[config.mk]
export PLATFORM = sky130hd
export DESIGN_NAME = dp_imm_gen_pipe_flat
export DESIGN_NICKNAME = d
export VERILOG_FILES = /design/src/rtl/dp_imm_gen_pipe_if.sv /design/src/rtl/dp_imm_gen_pipe.sv /design/src/flat_wrapper.sv
export SDC_FILE = /design/constraint.sdc
export NUM_CORES = 1
export LEC_CHECK = 0
export CAP_MARGIN = 5
export CORE_MARGIN = 10
export CORE_UTILIZATION = 50
export CTS_BUF_LIST = sky130_fd_sc_hd__clkbuf_4 sky130_fd_sc_hd__clkbuf_8
export DETAILED_ROUTE_END_ITERATION = 7
export GPL_ROUTABILITY_DRIVEN = 0
export PLACE_DENSITY_LB_ADDON = 0.2
export SLEW_MARGIN = 20
export SYNTH_ARGS = -nofsm -noshare
export SYNTH_HDL_FRONTEND = slang
export SYNTH_SLANG_ARGS = --single-unit
export TNS_END_PERCENT = 30
[constraint.sdc]
create_clock -name clk -period 2.6 [get_ports clk]
set_input_delay 0.52 -clock clk [delete_from_list [all_inputs] [get_ports clk]]
set_output_delay 0.52 -clock clk [all_outputs]
set_load 0.005 [all_outputs]
[src/rtl/dp_imm_gen_pipe_if.sv]
`default_nettype none
// ============================================================================
//  Module      : dp_imm_gen_pipe_if
//  Description : Handshake/data bundle for the pipelined immediate generator.
//                Upstream side : in_valid, in_ready, instr, in_pc
//                Downstream    : out_valid, out_ready, out_imm, out_fmt,
//                                out_target, out_illegal
//                Status        : illegal_cnt
//                modport slave  - seen by the generator
//                modport master - seen by whoever drives/consumes it
//  Revision    : 1.0 - initial release
// ============================================================================
interface dp_imm_gen_pipe_if #(
  parameter int XLEN = 32
);
  logic            in_valid;
  logic            in_ready;
  logic [31:0]     instr;
  logic [XLEN-1:0] in_pc;
  logic            out_valid;
  logic            out_ready;
  logic [XLEN-1:0] out_imm;
  logic [2:0]      out_fmt;
  logic [XLEN-1:0] out_target;
  logic            out_illegal;
  logic [15:0]     illegal_cnt;

  modport slave (
    input  in_valid, instr, in_pc, out_ready,
    output in_ready, out_valid, out_imm, out_fmt, out_target, out_illegal,
           illegal_cnt
  );

  modport master (
    output in_valid, instr, in_pc, out_ready,
    input  in_ready, out_valid, out_imm, out_fmt, out_target, out_illegal,
           illegal_cnt
  );
endinterface
`default_nettype wire

[src/rtl/dp_imm_gen_pipe.sv]
`default_nettype none
// ============================================================================
//  Module      : dp_imm_gen_pipe
//  Description : Decode-stage immediate generator. Decodes RV I/S/B/U/J
//                immediates (XLEN 32 or 64), sign-extends to XLEN, forms
//                pc + imm, flags unsupported opcodes and counts them.
//                Results sit in a main register (drives outputs) backed by a
//                skid register so in_ready can be a pure flop.
//  Ports       : clk   - clock, rising edge
//                rst_n - asynchronous active-low reset
//                bus   - dp_imm_gen_pipe_if.slave (handshakes, data, count)
//  Revision    : 1.0 - initial release
// ============================================================================
module dp_imm_gen_pipe #(
  parameter int XLEN = 32
) (
  input  wire logic          clk,
  input  wire logic          rst_n,
  dp_imm_gen_pipe_if.slave   bus
);

  localparam bit IS_RV64 = (XLEN == 64);

  localparam logic [2:0] FMT_NONE = 3'd0;
  localparam logic [2:0] FMT_I    = 3'd1;
  localparam logic [2:0] FMT_S    = 3'd2;
  localparam logic [2:0] FMT_B    = 3'd3;
  localparam logic [2:0] FMT_U    = 3'd4;
  localparam logic [2:0] FMT_J    = 3'd5;

  localparam logic [6:0] OPC_OP_IMM    = 7'b0010011;
  localparam logic [6:0] OPC_LOAD      = 7'b0000011;
  localparam logic [6:0] OPC_JALR      = 7'b1100111;
  localparam logic [6:0] OPC_OP_IMM_32 = 7'b0011011;
  localparam logic [6:0] OPC_STORE     = 7'b0100011;
  localparam logic [6:0] OPC_BRANCH    = 7'b1100011;
  localparam logic [6:0] OPC_LUI       = 7'b0110111;
  localparam logic [6:0] OPC_AUIPC     = 7'b0010111;
  localparam logic [6:0] OPC_JAL       = 7'b1101111;
  localparam logic [6:0] OPC_OP        = 7'b0110011;
  localparam logic [6:0] OPC_SYSTEM    = 7'b1110011;
  localparam logic [6:0] OPC_OP_32     = 7'b0111011;

  localparam logic [15:0] CNT_MAX = 16'hFFFF;

  typedef struct packed {
    logic [XLEN-1:0] imm;
    logic [XLEN-1:0] target;
    logic [2:0]      fmt;
    logic            illegal;
  } entry_t;

  // --------------------------------------------------------------------------
  // Decode (combinational, on the incoming instruction)
  // --------------------------------------------------------------------------
  logic [31:0]        instr;
  logic [6:0]         opcode;
  logic signed [31:0] imm32;    // every format fits in 32 bits before extension
  logic [2:0]         dec_fmt;
  logic               dec_illegal;
  entry_t             dec_entry;

  assign instr  = bus.instr;
  assign opcode = instr[6:0];

  always_comb begin
    dec_fmt     = FMT_NONE;
    dec_illegal = 1'b0;
    imm32       = '0;
    case (opcode)
      OPC_OP_IMM, OPC_LOAD, OPC_JALR: begin
        dec_fmt = FMT_I;
        imm32   = {{20{instr[31]}}, instr[31:20]};
      end
      OPC_OP_IMM_32: begin
        if (IS_RV64) begin
          dec_fmt = FMT_I;
          imm32   = {{20{instr[31]}}, instr[31:20]};
        end else begin
          dec_illegal = 1'b1;
        end
      end
      OPC_STORE: begin
        dec_fmt = FMT_S;
        imm32   = {{20{instr[31]}}, instr[31:25], instr[11:7]};
      end
      OPC_BRANCH: begin
        dec_fmt = FMT_B;
        imm32   = {{19{instr[31]}}, instr[31], instr[7], instr[30:25],
                   instr[11:8], 1'b0};
      end
      OPC_LUI, OPC_AUIPC: begin
        dec_fmt = FMT_U;
        imm32   = {instr[31:12], 12'b0};
      end
      OPC_JAL: begin
        dec_fmt = FMT_J;
        imm32   = {{11{instr[31]}}, instr[31], instr[19:12], instr[20],
                   instr[30:21], 1'b0};
      end
      OPC_OP, OPC_SYSTEM: begin
        dec_fmt = FMT_NONE;
      end
      OPC_OP_32: begin
        // Legal register-register op only on RV64; otherwise unsupported.
        dec_illegal = !IS_RV64;
      end
      default: begin
        dec_illegal = 1'b1;
      end
    endcase
  end

  always_comb begin
    dec_entry         = '0;
    // Size cast of a signed operand sign-extends to XLEN.
    dec_entry.imm     = XLEN'(imm32);
    dec_entry.target  = bus.in_pc + XLEN'(imm32);
    dec_entry.fmt     = dec_fmt;
    dec_entry.illegal = dec_illegal;
  end

  // --------------------------------------------------------------------------
  // Main + skid buffering
  // --------------------------------------------------------------------------
  logic        main_valid_q, main_valid_d;
  entry_t      main_q, main_d;
  logic        skid_valid_q, skid_valid_d;
  entry_t      skid_q, skid_d;
  logic        in_ready_q, in_ready_d;
  logic [15:0] illegal_cnt_q, illegal_cnt_d;
  logic        accept;
  logic        drain;

  assign accept = bus.in_valid & in_ready_q;
  assign drain  = main_valid_q & bus.out_ready;

  always_comb begin
    main_valid_d  = main_valid_q;
    main_d        = main_q;
    skid_valid_d  = skid_valid_q;
    skid_d        = skid_q;
    illegal_cnt_d = illegal_cnt_q;

    if (skid_valid_q) begin
      // in_ready is low whenever skid holds data, so no accept can occur here.
      if (drain) begin
        main_d       = skid_q;
        skid_valid_d = 1'b0;
      end
    end else if (accept) begin
      if (!main_valid_q || drain) begin
        main_valid_d = 1'b1;
        main_d       = dec_entry;
      end else begin
        skid_valid_d = 1'b1;
        skid_d       = dec_entry;
      end
    end else if (drain) begin
      // Data fields are left as-is; only the valid flag drops.
      main_valid_d = 1'b0;
    end

    if (accept && dec_illegal && (illegal_cnt_q != CNT_MAX)) begin
      illegal_cnt_d = illegal_cnt_q + 16'd1;
    end

    // Registered ready: reflects next-cycle skid occupancy, never out_ready.
    in_ready_d = ~skid_valid_d;
  end

  always_ff @(posedge clk or negedge rst_n) begin
    if (!rst_n) begin
      main_valid_q  <= 1'b0;
      main_q        <= '0;
      skid_valid_q  <= 1'b0;
      skid_q        <= '0;
      in_ready_q    <= 1'b1;
      illegal_cnt_q <= '0;
    end else begin
      main_valid_q  <= main_valid_d;
      main_q        <= main_d;
      skid_valid_q  <= skid_valid_d;
      skid_q        <= skid_d;
      in_ready_q    <= in_ready_d;
      illegal_cnt_q <= illegal_cnt_d;
    end
  end

  assign bus.in_ready    = in_ready_q;
  assign bus.out_valid   = main_valid_q;
  assign bus.out_imm     = main_q.imm;
  assign bus.out_fmt     = main_q.fmt;
  assign bus.out_target  = main_q.target;
  assign bus.out_illegal = main_q.illegal;
  assign bus.illegal_cnt = illegal_cnt_q;

endmodule
`default_nettype wire

[src/flat_wrapper.sv]
// flat-port wrapper written by rule: the top's interface ports become plain ports
module dp_imm_gen_pipe_flat 
#(
  parameter int XLEN = 32
)
  (clk, rst_n, bus_in_valid, bus_instr, bus_in_pc, bus_out_ready, bus_in_ready, bus_out_valid, bus_out_imm, bus_out_fmt, bus_out_target, bus_out_illegal, bus_illegal_cnt);
  dp_imm_gen_pipe_if #(.XLEN(XLEN)) bus_i ();
  input  wire logic clk;
  input  wire logic rst_n;
  input wire logic [$bits(bus_i.in_valid)-1:0] bus_in_valid;
  input wire logic [$bits(bus_i.instr)-1:0] bus_instr;
  input wire logic [$bits(bus_i.in_pc)-1:0] bus_in_pc;
  input wire logic [$bits(bus_i.out_ready)-1:0] bus_out_ready;
  output wire logic [$bits(bus_i.in_ready)-1:0] bus_in_ready;
  output wire logic [$bits(bus_i.out_valid)-1:0] bus_out_valid;
  output wire logic [$bits(bus_i.out_imm)-1:0] bus_out_imm;
  output wire logic [$bits(bus_i.out_fmt)-1:0] bus_out_fmt;
  output wire logic [$bits(bus_i.out_target)-1:0] bus_out_target;
  output wire logic [$bits(bus_i.out_illegal)-1:0] bus_out_illegal;
  output wire logic [$bits(bus_i.illegal_cnt)-1:0] bus_illegal_cnt;
  assign bus_i.in_valid = bus_in_valid;
  assign bus_i.instr = bus_instr;
  assign bus_i.in_pc = bus_in_pc;
  assign bus_i.out_ready = bus_out_ready;
  assign bus_in_ready = bus_i.in_ready;
  assign bus_out_valid = bus_i.out_valid;
  assign bus_out_imm = bus_i.out_imm;
  assign bus_out_fmt = bus_i.out_fmt;
  assign bus_out_target = bus_i.out_target;
  assign bus_out_illegal = bus_i.out_illegal;
  assign bus_illegal_cnt = bus_i.illegal_cnt;
  dp_imm_gen_pipe #(.XLEN(XLEN)) u_core (.clk(clk), .rst_n(rst_n), .bus(bus_i));
endmodule
==> flow_metrics.py <==
metrics = {
    "run_status": {
        "status": "complete, but fails checks",
        "violations": "negative setup slack",
    },
    "cells_and_area": {
        "area_growth_pct": 51.26,
        "finalNonFillerCells": 1488,
        "final_cell_mix": "nand2_1 (184), buf_4 (155), dfrtp_1 (153)",
        "diodes": 0,
        "drive_gt1_share_pct": 27.76,
        "final_area_um2": 12670,
        "final_common_cell": "nand2_1",
        "fin_nets": 1356,
    },
    "floorplanning": {
        "die_h_um": 149.4,
        "start_util_pct": 50.69,
        "ioPinCount": 154,
        "dieWidth_um": 149.4,
        "row_count": 47,
        "die-area_um2": 22330,
        "core_um2": 16520,
    },
    "pwr": {
        "powerDensity_nw_per_um2": 713.1,
        "p_int_w": 0.005855,
        "p_seq_share_pct": 39.5,
        "swShare_pct": 35.20,
        "power_switching_w": 0.003181,
        "power.clock.fraction_pct": 22.2,
        "leakage_nw": 5.881,
        "irDropWorstVdd_mv": 0.6116,
        "combPwrFrac_pct": 38.3,
    },
    "logic_synthesis": {
        "seq_area_frac_synth_pct": 46.32,
        "async_reset_ff_share_pct": 100.0,
        "syn-cell-area_um2": 8377,
        "synth_edf_count": 0,
        "syn_area_per_cell_um2": 8.672,
        "yosysWarnings": 0,
        "netlist_instances": 966,
        "synth_cell_types": 55,
        "synth_flop_cell": "dfrtp_1",
        "synth_nets": 1067,
        "ys_ff_latch": 155,
    },
    "drt": {
        "num_vias": 8236,
        "drc": 0,
        "ant_nets": 0,
        "routedWlPerCell_um": 18.23,
        "first_iter_violations": 679,
        "via_per_inst": 5.535,
        "drt-pass1-iter-count": 6,
        "drt_wl_total_mm": 27.13,
    },
    "setup_path": {
        "timing.critical_path.mode_cell": "buf_6",
        "r2r_cells": 9,
        "r2r_setup_slack_ns": 0.26,
        "end_kind": "flip-flop",
        "path_cells": "buf_6, or3_4, buf_6, a211oi_4, a22oi_2, inv_1, ha_2, inv_2, fa_2, nor2b_4, o2111ai_2, nand3b_1, a31oi_4, o21ai_4, a31oi_4, buf_6, xor2_2, o21ai_1, o21a_1",
        "max_stage_delay_ns": 0.39,
        "crit_slowest_cell": "or3_4",
        "criticalPathCategory": "input port to flip-flop",
        "arrival_ns": 3.82,
        "cp_max_fo": 4,
        "worst_setup_path_start_kind": "input port",
        "required_ns": 3.00,
        "reg2reg_from": "u_core.bus.illegal_cnt[3]$_DFFE_PN0P_",
        "rr_endpoint": "u_core.bus.illegal_cnt[8]$_DFFE_PN0P_",
    },
    "grt": {
        "grt_antenna_before_repair": 0,
        "overflow": 0,
        "grt_usage_pct": 22.82,
        "grt_max_degree": 118,
        "grt_pass1_vias": 8006,
        "grt_pass1_wl_mm": 40.70,
    },
    "placement": {
        "dp_hpwl_mm": 18.70,
        "dp_cells": 1437,
        "placedInstanceArea_um2": 11280,
        "port_buffers": 153,
        "preCtsSetupSlack_ns": -1.606,
    },
    "worst_hold_path": {
        "hold_class": "input port to asynchronous set/reset pin",
    },
    "clocking": {
        "clock-sinks": 155,
        "cts_htree_levels": 4,
        "cts-root-buf": "clkbuf_8",
        "clkLatencyLatePin_ns": 0.46,
        "cts_tree": "yes",
        "cts_buffer_depth": 2,
        "numCtsBuffers": 17,
        "clk_pin_slew_ns": 0.08,
    },
    "timing": {
        "drv_slew": 0,
        "period_needed_ns": 3.424,
        "worstMarginPinSlew_ns": 0.7071,
        "post-route-period-util_pct": 131.7,
        "hold_violations": 0,
        "rsz0062_at_grt": "true",
        "fin_tns_setup_ns": -26.76,
        "fmax_mhz": 292.1,
        "maxSlewHeadroom_pct": 52.86,
        "setup_ws_ns": -0.8238,
        "setup_viol": 51,
        "whs_ns": 0.008634,
        "skew_ns": 0.01168,
    },
    "run": {
        "cap_violations": 0,
    },
}
-- synthesized netlist by cell type, drive strengths merged (4+ instances only) --
library cell,n,area [um^2]
nand2,188,705.7
dfrtp,154,3854
o21ai,140,704.4
a21oi,103,519.3
nor2,51,191.4
clkbuf,46,172.7
inv,38,142.6
ha,32,400.4
xnor2,26,227.7
nand3,21,105.1
xor2,20,175.2
mux2i,18,180.2
a21o,16,120.1
and3,14,92.59
buf,10,63.80
nor3,8,51.30
o21a,8,60.06
nand4,7,43.79
a211oi,6,45.04
a31oi,6,67.56
a22oi,5,37.54
and4,5,53.80
nand2b,5,31.28
nor2b,4,25.02
-- worst max-delay path, delay by kind of cell --
family / cells / cell delay (ns)
simple gates: 3 / 0.69
xor+xnor: 1 / 0.15
compound gates: 8 / 1.43
buf+inv: 5 / 0.49
fa+ha+maj: 2 / 0.54
-- metal layers --
metal  GRT usage (%)  vias to the layer above  share of wire, %
met5               0                        -                 0
met4           8.391                        0               3.3
met3           5.948                       73               7.3
met2           38.11                      328                50
met1           27.80                     3949                39
li1                -                     3886                 -
-- power by group through the flow --
stage | Clock [W] | Combinational [W] | Sequential (W)
finish | 0.00201 | 0.00346 | 0.00357
global route | 0.00215 | 0.00382 | 0.00365
CTS | 0.00203 | 0.00342 | 0.00357
detailed placement | 0 | 0.00332 | 0.00361
global placement | 0 | 0.00323 | 0.00358
floorplan | 0 | 0.00171 | 0.00355
-- how the worst max path moves through the flow --
stage                             from                                     to  cells after the start
after global placement    bus_instr[6]  u_core.bus.out_target[26]$_DFFE_PN0P_                     18
after detailed placement  bus_instr[6]  u_core.bus.out_target[26]$_DFFE_PN0P_                     18
after global routing      bus_instr[0]          u_core.skid_q[35]$_DFFE_PN0P_                     18
after CTS                 bus_instr[5]          u_core.skid_q[34]$_DFFE_PN0P_                     19
final                     bus_instr[6]  u_core.bus.out_target[22]$_DFFE_PN0P_                     19
after floorplan           bus_instr[6]  u_core.bus.out_target[30]$_DFFE_PN0P_                     19
-- flip-flops by register name, indices dropped and copies added, names as in the netlist --
register	flops
u_core.bus.illegal_cnt	16
u_core.bus.out_target	32
u_core.bus.out_fmt	3
u_core.bus.out_valid	1
u_core.bus.out_imm	32
u_core.skid_q	68
u_core.skid_valid_q	1
u_core.bus.in_ready	1
u_core.bus.out_illegal	1
-- through the flow --
stage	power (W)	utilization (%)
5_1_grt	0.009619	76.68
2_1_floorplan	0.005262	-
3_5_place_dp	0.006927	68.26
4_1_cts	0.009012	74.35
3_3_place_gp	0.006805	68.26
6_report	0.009036	76.68
-- final cells by class --
class	instances	area (um^2)
multi-input combinational	717	5001
inverter	38	145.1
clock inverter	9	132.6
clock buffer	23	310.3
tap	220	275.3
timing repair buffer	326	2923
sequential	155	3884
fill	1090	3854
-- what timing repair did --
item / in CTS / in global routing
endpoints found under the setup margin: 60 / 56
pin swaps: 55 / 48
gates resized for setup: 123 / 68
setup buffers: 14 / 8
hold buffers: 0 / 0
-- cells by family (layout without fill, tap and decap cells) --
logic type,count (synthesis),count (layout),share of synthesized area (%)
flops,155,155,46.32
buf+inv,94,396,4.526
fa+ha+maj,33,33,5.019
mux,20,20,2.420
compound gates,299,299,20.04
simple gates,319,319,16.86
xor+xnor,46,46,4.810
Power figures use the tool's default switching activity.
